--- src/rtl/mem_bus_arbiter_if.sv ---
`default_nettype none
// ============================================================================
//  Module      : mem_bus_arbiter_if
//  Description : Bus bundle between two requesting masters, the arbiter and
//                a synchronous slave memory / memory-mapped IO port.
//                "slave" is the arbiter's view (it serves the masters and
//                drives the slave bus); "master" is the environment's view.
//  Revision    : 1.0 - initial release
// ============================================================================
interface mem_bus_arbiter_if #(
    parameter int ADDR_W = 32,
    parameter int DATA_W = 32
) ();

    // Master 0 request side
    logic              m0_req;
    logic              m0_wen;
    logic [ADDR_W-1:0] m0_addr;
    logic [DATA_W-1:0] m0_wdata;
    logic              m0_lock;
    logic              m0_ack;
    logic [DATA_W-1:0] m0_rdata;

    // Master 1 request side
    logic              m1_req;
    logic              m1_wen;
    logic [ADDR_W-1:0] m1_addr;
    logic [DATA_W-1:0] m1_wdata;
    logic              m1_lock;
    logic              m1_ack;
    logic [DATA_W-1:0] m1_rdata;

    // Slave bus
    logic              En;
    logic              Wen;
    logic [ADDR_W-1:0] addr_out;
    logic [DATA_W-1:0] data_write;
    logic [DATA_W-1:0] data_read;

    modport slave (
        input  m0_req, m0_wen, m0_addr, m0_wdata, m0_lock,
        input  m1_req, m1_wen, m1_addr, m1_wdata, m1_lock,
        output m0_ack, m0_rdata, m1_ack, m1_rdata,
        output En, Wen, addr_out, data_write,
        input  data_read
    );

    modport master (
        output m0_req, m0_wen, m0_addr, m0_wdata, m0_lock,
        output m1_req, m1_wen, m1_addr, m1_wdata, m1_lock,
        input  m0_ack, m0_rdata, m1_ack, m1_rdata,
        input  En, Wen, addr_out, data_write,
        output data_read
    );

endinterface
`default_nettype wire

--- src/rtl/mem_bus_arbiter.sv ---
`default_nettype none
// ============================================================================
//  Module      : mem_bus_arbiter
//  Description : Two-master round-robin arbiter in front of a synchronous
//                slave (one transfer every two cycles: ISSUE then RESP).
//                Optional bus locking is compiled in with macro ARB_LOCK_EN;
//                without it the m*_lock inputs are ignored.
//  Revision    : 1.0 - initial release
// ============================================================================
module mem_bus_arbiter #(
    parameter int ADDR_W = 32,
    parameter int DATA_W = 32
) (
    input  wire logic         clk,
    input  wire logic         reset,
    mem_bus_arbiter_if.slave  bus
);

    typedef enum logic [1:0] {
        S_IDLE  = 2'd0,
        S_ISSUE = 2'd1,
        S_RESP  = 2'd2
    } state_t;

    state_t            r_state;
    state_t            w_state_next;
    logic              r_owner;        // master currently / last served
    logic              w_owner_next;
    logic              r_wen;          // direction of the transfer in flight
    logic [DATA_W-1:0] r_rdata0;
    logic [DATA_W-1:0] r_rdata1;

    logic              w_req_any;
    logic              w_req_own;
    logic              w_rr_owner;
    logic              w_own_wen;
    logic [ADDR_W-1:0] w_own_addr;
    logic [DATA_W-1:0] w_own_wdata;
    logic              w_hold_idle;    // owner keeps the bus while idle
    logic              w_hold_resp;    // owner keeps the bus after this RESP

    logic              w_en;
    logic              w_wen;
    logic [ADDR_W-1:0] w_addr;
    logic [DATA_W-1:0] w_wdata;
    logic              w_ack0;
    logic              w_ack1;

    assign w_req_any   = bus.m0_req | bus.m1_req;
    assign w_req_own   = r_owner ? bus.m1_req   : bus.m0_req;
    assign w_own_wen   = r_owner ? bus.m1_wen   : bus.m0_wen;
    assign w_own_addr  = r_owner ? bus.m1_addr  : bus.m0_addr;
    assign w_own_wdata = r_owner ? bus.m1_wdata : bus.m0_wdata;

    // On a tie the master not served last wins; a lone requester always wins.
    // Coming out of RESP this also gives the other master priority.
    assign w_rr_owner = (bus.m0_req & bus.m1_req) ? ~r_owner : bus.m1_req;

`ifdef ARB_LOCK_EN
    logic r_locked;
    logic w_lock_own;

    assign w_lock_own  = r_owner ? bus.m1_lock : bus.m0_lock;
    assign w_hold_idle = r_locked;
    assign w_hold_resp = w_lock_own;

    // Lock state is decided by the owner's lock input in its RESP cycle
    always_ff @(posedge clk) begin
        if (reset) begin
            r_locked <= 1'b0;
        end else if (r_state == S_RESP) begin
            r_locked <= w_lock_own;
        end
    end
`else
    logic w_lock_unused;

    assign w_lock_unused = bus.m0_lock | bus.m1_lock;
    assign w_hold_idle   = 1'b0;
    assign w_hold_resp   = 1'b0;
`endif

    // State and owner registers
    always_ff @(posedge clk) begin
        if (reset) begin
            r_state <= S_IDLE;
            r_owner <= 1'b1;
        end else begin
            r_state <= w_state_next;
            r_owner <= w_owner_next;
        end
    end

    // Next-state selection and bus/ack outputs
    always_comb begin
        w_state_next = r_state;
        w_owner_next = r_owner;
        w_en         = 1'b0;
        w_wen        = 1'b0;
        w_addr       = '0;
        w_wdata      = '0;
        w_ack0       = 1'b0;
        w_ack1       = 1'b0;
        case (r_state)
            S_IDLE: begin
                if (w_hold_idle) begin
                    if (w_req_own) begin
                        w_state_next = S_ISSUE;
                    end
                end else if (w_req_any) begin
                    w_state_next = S_ISSUE;
                    w_owner_next = w_rr_owner;
                end
            end
            S_ISSUE: begin
                w_en         = 1'b1;
                w_wen        = w_own_wen;
                w_addr       = w_own_addr;
                w_wdata      = w_own_wdata;
                w_state_next = S_RESP;
            end
            S_RESP: begin
                // A reset landing in this cycle aborts the transfer: no ack
                w_ack0 = ~r_owner & ~reset;
                w_ack1 =  r_owner & ~reset;
                if (w_hold_resp) begin
                    w_state_next = w_req_own ? S_ISSUE : S_IDLE;
                end else if (w_req_any) begin
                    w_state_next = S_ISSUE;
                    w_owner_next = w_rr_owner;
                end else begin
                    w_state_next = S_IDLE;
                end
            end
            default: begin
                w_state_next = S_IDLE;
            end
        endcase
    end

    // Capture transfer direction and hold read data until the next read ack
    always_ff @(posedge clk) begin
        if (reset) begin
            r_wen    <= 1'b0;
            r_rdata0 <= '0;
            r_rdata1 <= '0;
        end else begin
            if (r_state == S_ISSUE) begin
                r_wen <= w_own_wen;
            end
            if (w_ack0 && !r_wen) begin
                r_rdata0 <= bus.data_read;
            end
            if (w_ack1 && !r_wen) begin
                r_rdata1 <= bus.data_read;
            end
        end
    end

    assign bus.En         = w_en;
    assign bus.Wen        = w_wen;
    assign bus.addr_out   = w_addr;
    assign bus.data_write = w_wdata;
    assign bus.m0_ack     = w_ack0;
    assign bus.m1_ack     = w_ack1;

    // Slave data is only valid in the ack cycle, so pass it straight through
    // there and serve the held copy afterwards.
    assign bus.m0_rdata = (w_ack0 && !r_wen) ? bus.data_read : r_rdata0;
    assign bus.m1_rdata = (w_ack1 && !r_wen) ? bus.data_read : r_rdata1;

endmodule
`default_nettype wire
--- src/flat_wrapper.sv ---
// flat-port wrapper written by rule: the top's interface ports become plain ports
module mem_bus_arbiter_flat 
#(
    parameter int ADDR_W = 32,
    parameter int DATA_W = 32
)
  (clk, reset, bus_m0_req, bus_m0_wen, bus_m0_addr, bus_m0_wdata, bus_m0_lock, bus_m1_req, bus_m1_wen, bus_m1_addr, bus_m1_wdata, bus_m1_lock, bus_m0_ack, bus_m0_rdata, bus_m1_ack, bus_m1_rdata, bus_En, bus_Wen, bus_addr_out, bus_data_write, bus_data_read);
  mem_bus_arbiter_if #(.ADDR_W(ADDR_W), .DATA_W(DATA_W)) bus_i ();
  input  wire logic clk;
  input  wire logic reset;
  input wire logic [$bits(bus_i.m0_req)-1:0] bus_m0_req;
  input wire logic [$bits(bus_i.m0_wen)-1:0] bus_m0_wen;
  input wire logic [$bits(bus_i.m0_addr)-1:0] bus_m0_addr;
  input wire logic [$bits(bus_i.m0_wdata)-1:0] bus_m0_wdata;
  input wire logic [$bits(bus_i.m0_lock)-1:0] bus_m0_lock;
  input wire logic [$bits(bus_i.m1_req)-1:0] bus_m1_req;
  input wire logic [$bits(bus_i.m1_wen)-1:0] bus_m1_wen;
  input wire logic [$bits(bus_i.m1_addr)-1:0] bus_m1_addr;
  input wire logic [$bits(bus_i.m1_wdata)-1:0] bus_m1_wdata;
  input wire logic [$bits(bus_i.m1_lock)-1:0] bus_m1_lock;
  output wire logic [$bits(bus_i.m0_ack)-1:0] bus_m0_ack;
  output wire logic [$bits(bus_i.m0_rdata)-1:0] bus_m0_rdata;
  output wire logic [$bits(bus_i.m1_ack)-1:0] bus_m1_ack;
  output wire logic [$bits(bus_i.m1_rdata)-1:0] bus_m1_rdata;
  output wire logic [$bits(bus_i.En)-1:0] bus_En;
  output wire logic [$bits(bus_i.Wen)-1:0] bus_Wen;
  output wire logic [$bits(bus_i.addr_out)-1:0] bus_addr_out;
  output wire logic [$bits(bus_i.data_write)-1:0] bus_data_write;
  input wire logic [$bits(bus_i.data_read)-1:0] bus_data_read;
  assign bus_i.m0_req = bus_m0_req;
  assign bus_i.m0_wen = bus_m0_wen;
  assign bus_i.m0_addr = bus_m0_addr;
  assign bus_i.m0_wdata = bus_m0_wdata;
  assign bus_i.m0_lock = bus_m0_lock;
  assign bus_i.m1_req = bus_m1_req;
  assign bus_i.m1_wen = bus_m1_wen;
  assign bus_i.m1_addr = bus_m1_addr;
  assign bus_i.m1_wdata = bus_m1_wdata;
  assign bus_i.m1_lock = bus_m1_lock;
  assign bus_m0_ack = bus_i.m0_ack;
  assign bus_m0_rdata = bus_i.m0_rdata;
  assign bus_m1_ack = bus_i.m1_ack;
  assign bus_m1_rdata = bus_i.m1_rdata;
  assign bus_En = bus_i.En;
  assign bus_Wen = bus_i.Wen;
  assign bus_addr_out = bus_i.addr_out;
  assign bus_data_write = bus_i.data_write;
  assign bus_i.data_read = bus_data_read;
  mem_bus_arbiter #(.ADDR_W(ADDR_W), .DATA_W(DATA_W)) u_core (.clk(clk), .reset(reset), .bus(bus_i));
endmodule
--- config.mk ---
export PLATFORM = sky130hd
export DESIGN_NAME = mem_bus_arbiter_flat
export DESIGN_NICKNAME = d
export VERILOG_FILES = /design/src/rtl/mem_bus_arbiter_if.sv /design/src/rtl/mem_bus_arbiter.sv /design/src/flat_wrapper.sv
export SDC_FILE = /design/constraint.sdc
export NUM_CORES = 1
export LEC_CHECK = 0
export BUFFER_PORTS_ARGS = -buffer_cell sky130_fd_sc_hd__buf_4
export CAP_MARGIN = 0
export CORE_AREA = 2 2 118 120
export CTS_BUF_LIST = sky130_fd_sc_hd__clkbuf_4 sky130_fd_sc_hd__clkbuf_8
export CTS_CLUSTER_DIAMETER = 120
export DETAILED_ROUTE_END_ITERATION = 10
export DIE_AREA = 0 0 120 122
export PLACE_DENSITY_LB_ADDON = 0.3
export SKIP_LAST_GASP = 1
export SYNTH_ARGS = -nofsm -noshare
export SYNTH_HDL_FRONTEND = slang
export SYNTH_SLANG_ARGS = --single-unit
export TNS_END_PERCENT = 5
--- constraint.sdc ---
create_clock -name clk -period 2.2 [get_ports clk]
set_input_delay 0.44 -clock clk [delete_from_list [all_inputs] [get_ports clk]]
set_output_delay 0.44 -clock clk [all_outputs]
set_load 0.1 [all_outputs]
==> results.txt <==
- Worst path bufs/invs: 2
* CP max-delay cell: or4b_4
- At the end of the flow the core is filled with cells to 0.571.
- The final number of hold-violating endpoints was 0.
- The worst setup path is of the register to primary output kind.
* Placeable core region: 13,500 sq um
- Share of power burned in registers: 0.292
- Clock slew at the register clock pins of the worst setup and hold paths: 0.08 ns
- On the worst path, the slowest cell contributes a delay of 0.63 ns.
- Part of the cycle the worst path needs: 1.10
- In this run the count of I/O pins placed on the die edge is 300.
* Site Rows: 43
- The internal power of the cells totals 0.00261 W.
- Standby leakage power: 3.96 nW
- The pre-antenna-repair detailed-routing pass consisted of 4 iterations.
* Net count after synthesis: 688
* Number of DRC violations after detailed routing: 0
* Number of sinks on the clock net: 68
* Layout cells sized above 1: 0.598
- Largest net degree at the start of global routing: 64
- Summed over all nets, the switching power comes to 0.00171 W.
- Instance area at placement: 7050 sq um
- Synthesis instantiated 22 different standard cells from the library.
- For this configuration, the core starts out at a cell density of 0.299.
* Average instance area after synthesis: 7.77 sq um
* Placed wire-length estimate: 11,900 um
- TritonCTS created 9 clock buffers.
* Routability Congestion: 0.798
- In this run the cell area of the synthesized design comes to 4040 sq um.
- TritonCTS built the clock tree.
* Switching power as a share of total power: 0.396
- Highest net fanout along the worst path: 19
- Tightest hold margin: 0.304 ns
- Antenna Nets Post-Route: 0
* Number of nets at the end of the flow: 1,017
- After technology mapping, the gate count stands at 520.
- Wire length per cell after detailed routing: 15.1 um
- Worst Clk Skew: 0.0100 ns
- Via density: 4.68
- Number of endpoints failing setup at the final stage: 71
- Worst-case setup margin in the final layout: -0.210 ns
- Global route total overflow: 0
- Combinational cell fraction of total power: 0.405
* DR iter-0 viols: 197
* Worst relative slew slack: 0.682
- Result of the run: finished with violations
- Post-layout min period: 2.41 ns
- In this run the number of H-tree levels came out at 3.
- Overall power: 0.00433 W
- Traced cell by cell, the critical path runs through or4b_4 > buf_12 > o21ai_2 > nand2_1 > buf_6.
- The first global-routing pass estimated 23,400 um of wire.
* Maximum vdd drop: 0.000321 V
- Area overhead of the layout relative to synthesis: 90.8%
- Sequential fraction of the synthesis area: 0.337
- Clock tree synthesis selected as its root buffer the cell clkbuf_8.
- Power per cell area: 561 nW/um^2
- The via count of the first global-routing pass is 4,626.
- Antenna violations before repair: 1
- The Yosys step of the flow raised 0 warnings.
- Number of buffers on the longest clock path: 2
- Path class of the lowest-slack min-delay path: input port to register
- Max Fclk: 0.415 GHz
- The share of total power dissipated in the clock network is 0.303.
* Non-filler instance count after layout: 1,035
- Violated checks: setup timing
- Insertion delay to the later sink of the worst-skew pair: 0.34 ns
- STA classifies the critical path startpoint as a register.
- Placed cell count: 1,016
* Via count: 4,847
- Among cell families on the critical path, the largest total delay comes from simple AND/OR/NAND/NOR gates.
- The synthesized design contains 68 register bits.
* Chip height: 122 um
* Transition time at the pin with the least slew margin: 0.463 ns
- Setup repair after global routing missed its margin: yes
- Max-cap violations in this run came to 0.
- The number of pins with negative max-slew slack in the final report was 0.
- STA puts the critical path data required time at 1.76 ns.
- Final design instance area without fill: 7710 sq um
- Data arrives at the worst endpoint at 1.97 ns.
- Total Wirelength: 15,600 um
- DIE AREA: 14,600 sq um
- Across every metal layer, demand over resource in global routing totals 0.202.
- For this design, the CTS-stage hold fixing added 0 buffers.
* Die X-Extent: 120 um
- In this run the tool buffered the top-level ports with 297 buffer cells.
* Category of the worst setup path capture point: primary output
[through the flow]
step | setup WS (ns) | TNS [ns]
2_1_floorplan | -0.429 | -27.08
3_3_place_gp | -0.107 | -4.97
3_5_place_dp | -0.108 | -5.06
4_1_cts | -0.215 | -12.83
5_1_grt | -0.285 | -17.73
6_report | -0.210 | -11.39
[worst reg2reg max path: cells and delay by family, from the launching register on]
| kind | cells | cell delay [ns] |
|---|---|---|
| buffers and inverters | 4 | 0.69 |
| and+or+nand+nor | 2 | 0.40 |
| DFF | 1 | 0.34 |
| AOI/OAI and AO/OA | 1 | 0.13 |
[cell usage after synthesis]
| cell | instances | area, sq um |
|---|---|---|
| buf_1 | 8 | 30.0 |
| buf_2 | 19 | 95.1 |
| nand3_1 | 64 | 320 |
| or4b_1 | 1 | 10.0 |
| o21ai_2 | 60 | 526 |
| o21a_1 | 1 | 7.51 |
| inv_1 | 1 | 3.75 |
| mux2i_1 | 65 | 651 |
| a221o_1 | 1 | 10.0 |
| clkbuf_2 | 1 | 5.00 |
| and3_1 | 2 | 12.5 |
| nor2_1 | 69 | 259 |
| o21ai_0 | 4 | 20.0 |
| nor4b_1 | 1 | 8.76 |
| a211oi_1 | 1 | 7.51 |
| dfxtp_1 | 68 | 1360 |
| a21oi_1 | 64 | 320 |
| clkbuf_1 | 16 | 60.1 |
| inv_2 | 1 | 3.75 |
| nand2b_1 | 2 | 12.5 |
| buf_6 | 7 | 78.8 |
| nand2_1 | 64 | 240 |
[state kept, by name, indices dropped and copies added (netlist names)]
name             cells
u_core.r_owner       1
u_core.r_rdata0     32
u_core.r_rdata1     32
u_core.r_state       2
u_core.r_wen         1
[layout by cell type, fill, tap and decap left out, types with 2 or more instances in the layout]
master | netlist | final
buf_4 | 0 | 298
dfxtp_1 | 68 | 66
mux2i_1 | 65 | 65
nand3_1 | 64 | 64
a21oi_1 | 64 | 64
o21ai_2 | 60 | 59
nand2_1 | 64 | 54
nor2_2 | 0 | 45
buf_6 | 7 | 45
buf_12 | 0 | 23
nor2_1 | 69 | 19
clkbuf_8 | 0 | 11
nand2_2 | 0 | 10
nor2_4 | 0 | 5
o21ai_0 | 4 | 4
bufinv_16 | 0 | 3
and3_1 | 2 | 2
or4b_4 | 0 | 2
buf_8 | 0 | 2
[worst paths after layout]
| path | cells after the start | start | slack [ns] | to |
|---|---|---|---|---|
| setup / recovery | 5 | u_core.r_state[0]$_SDFFE_PP0P_ | -0.21 | bus_m0_rdata[20] |
| hold / removal | 2 | bus_m0_req | 0.30 | u_core.r_state[0]$_SDFFE_PP0P_ |
| setup reg to reg | 7 | u_core.r_wen$_SDFFE_PP0P_ | 0.58 | u_core.r_rdata1[19]$_SDFF_PP0_ |
| hold reg to reg | 2 | u_core.r_rdata0[4]$_SDFF_PP0_ | 0.46 | u_core.r_rdata0[4]$_SDFF_PP0_ |
[power groups by stage]
stage                     clock, W  combinational, W  sequential [W]
final                      0.00131           0.00175         0.00126
after detailed placement         0           0.00172         0.00129
after CTS                  0.00135           0.00175         0.00126
after global routing       0.00139           0.00183         0.00126
after floorplan                  0           0.00119         0.00129
after global placement           0           0.00172         0.00129
[kinds of logic after synthesis]
| family | count (synthesis) | synth area share |
|---|---|---|
| simple gates | 203 | 0.214 |
| compound gates | 131 | 0.220 |
| flops | 68 | 0.337 |
| mux | 65 | 0.161 |
| buf+inv | 53 | 0.0684 |
[what timing repair did]
action | 4_1_cts | 5_1_grt
gates resized for setup | 58 | 43
setup endpoints to repair | 72 | 95
cloned | 1 | 0
pin swaps | 1 | 0
buffers inserted | 1 | 0
[area by class of cell]
type                            count  area (sq um)
Fill cell                        1255          5790
Timing Repair Buffer              368          3230
Multi-Input combinational cell    400          2620
Sequential cell                    68          1370
Tap cell                          180           225
Clock buffer                       11           151
Clock inverter                      5           106
Inverter                            2          7.51
Antenna cell                        1          2.50
[layer usage]
layer	up-vias	wire length, um	global-route usage
met2	161	7980	0.352
met5	-	0	0
met4	0	184	0.0610
li1	2489	-	-
met3	14	1030	0.0548
met1	2183	6420	0.243
No activity file was read; power rests on OpenSTA's default activity.
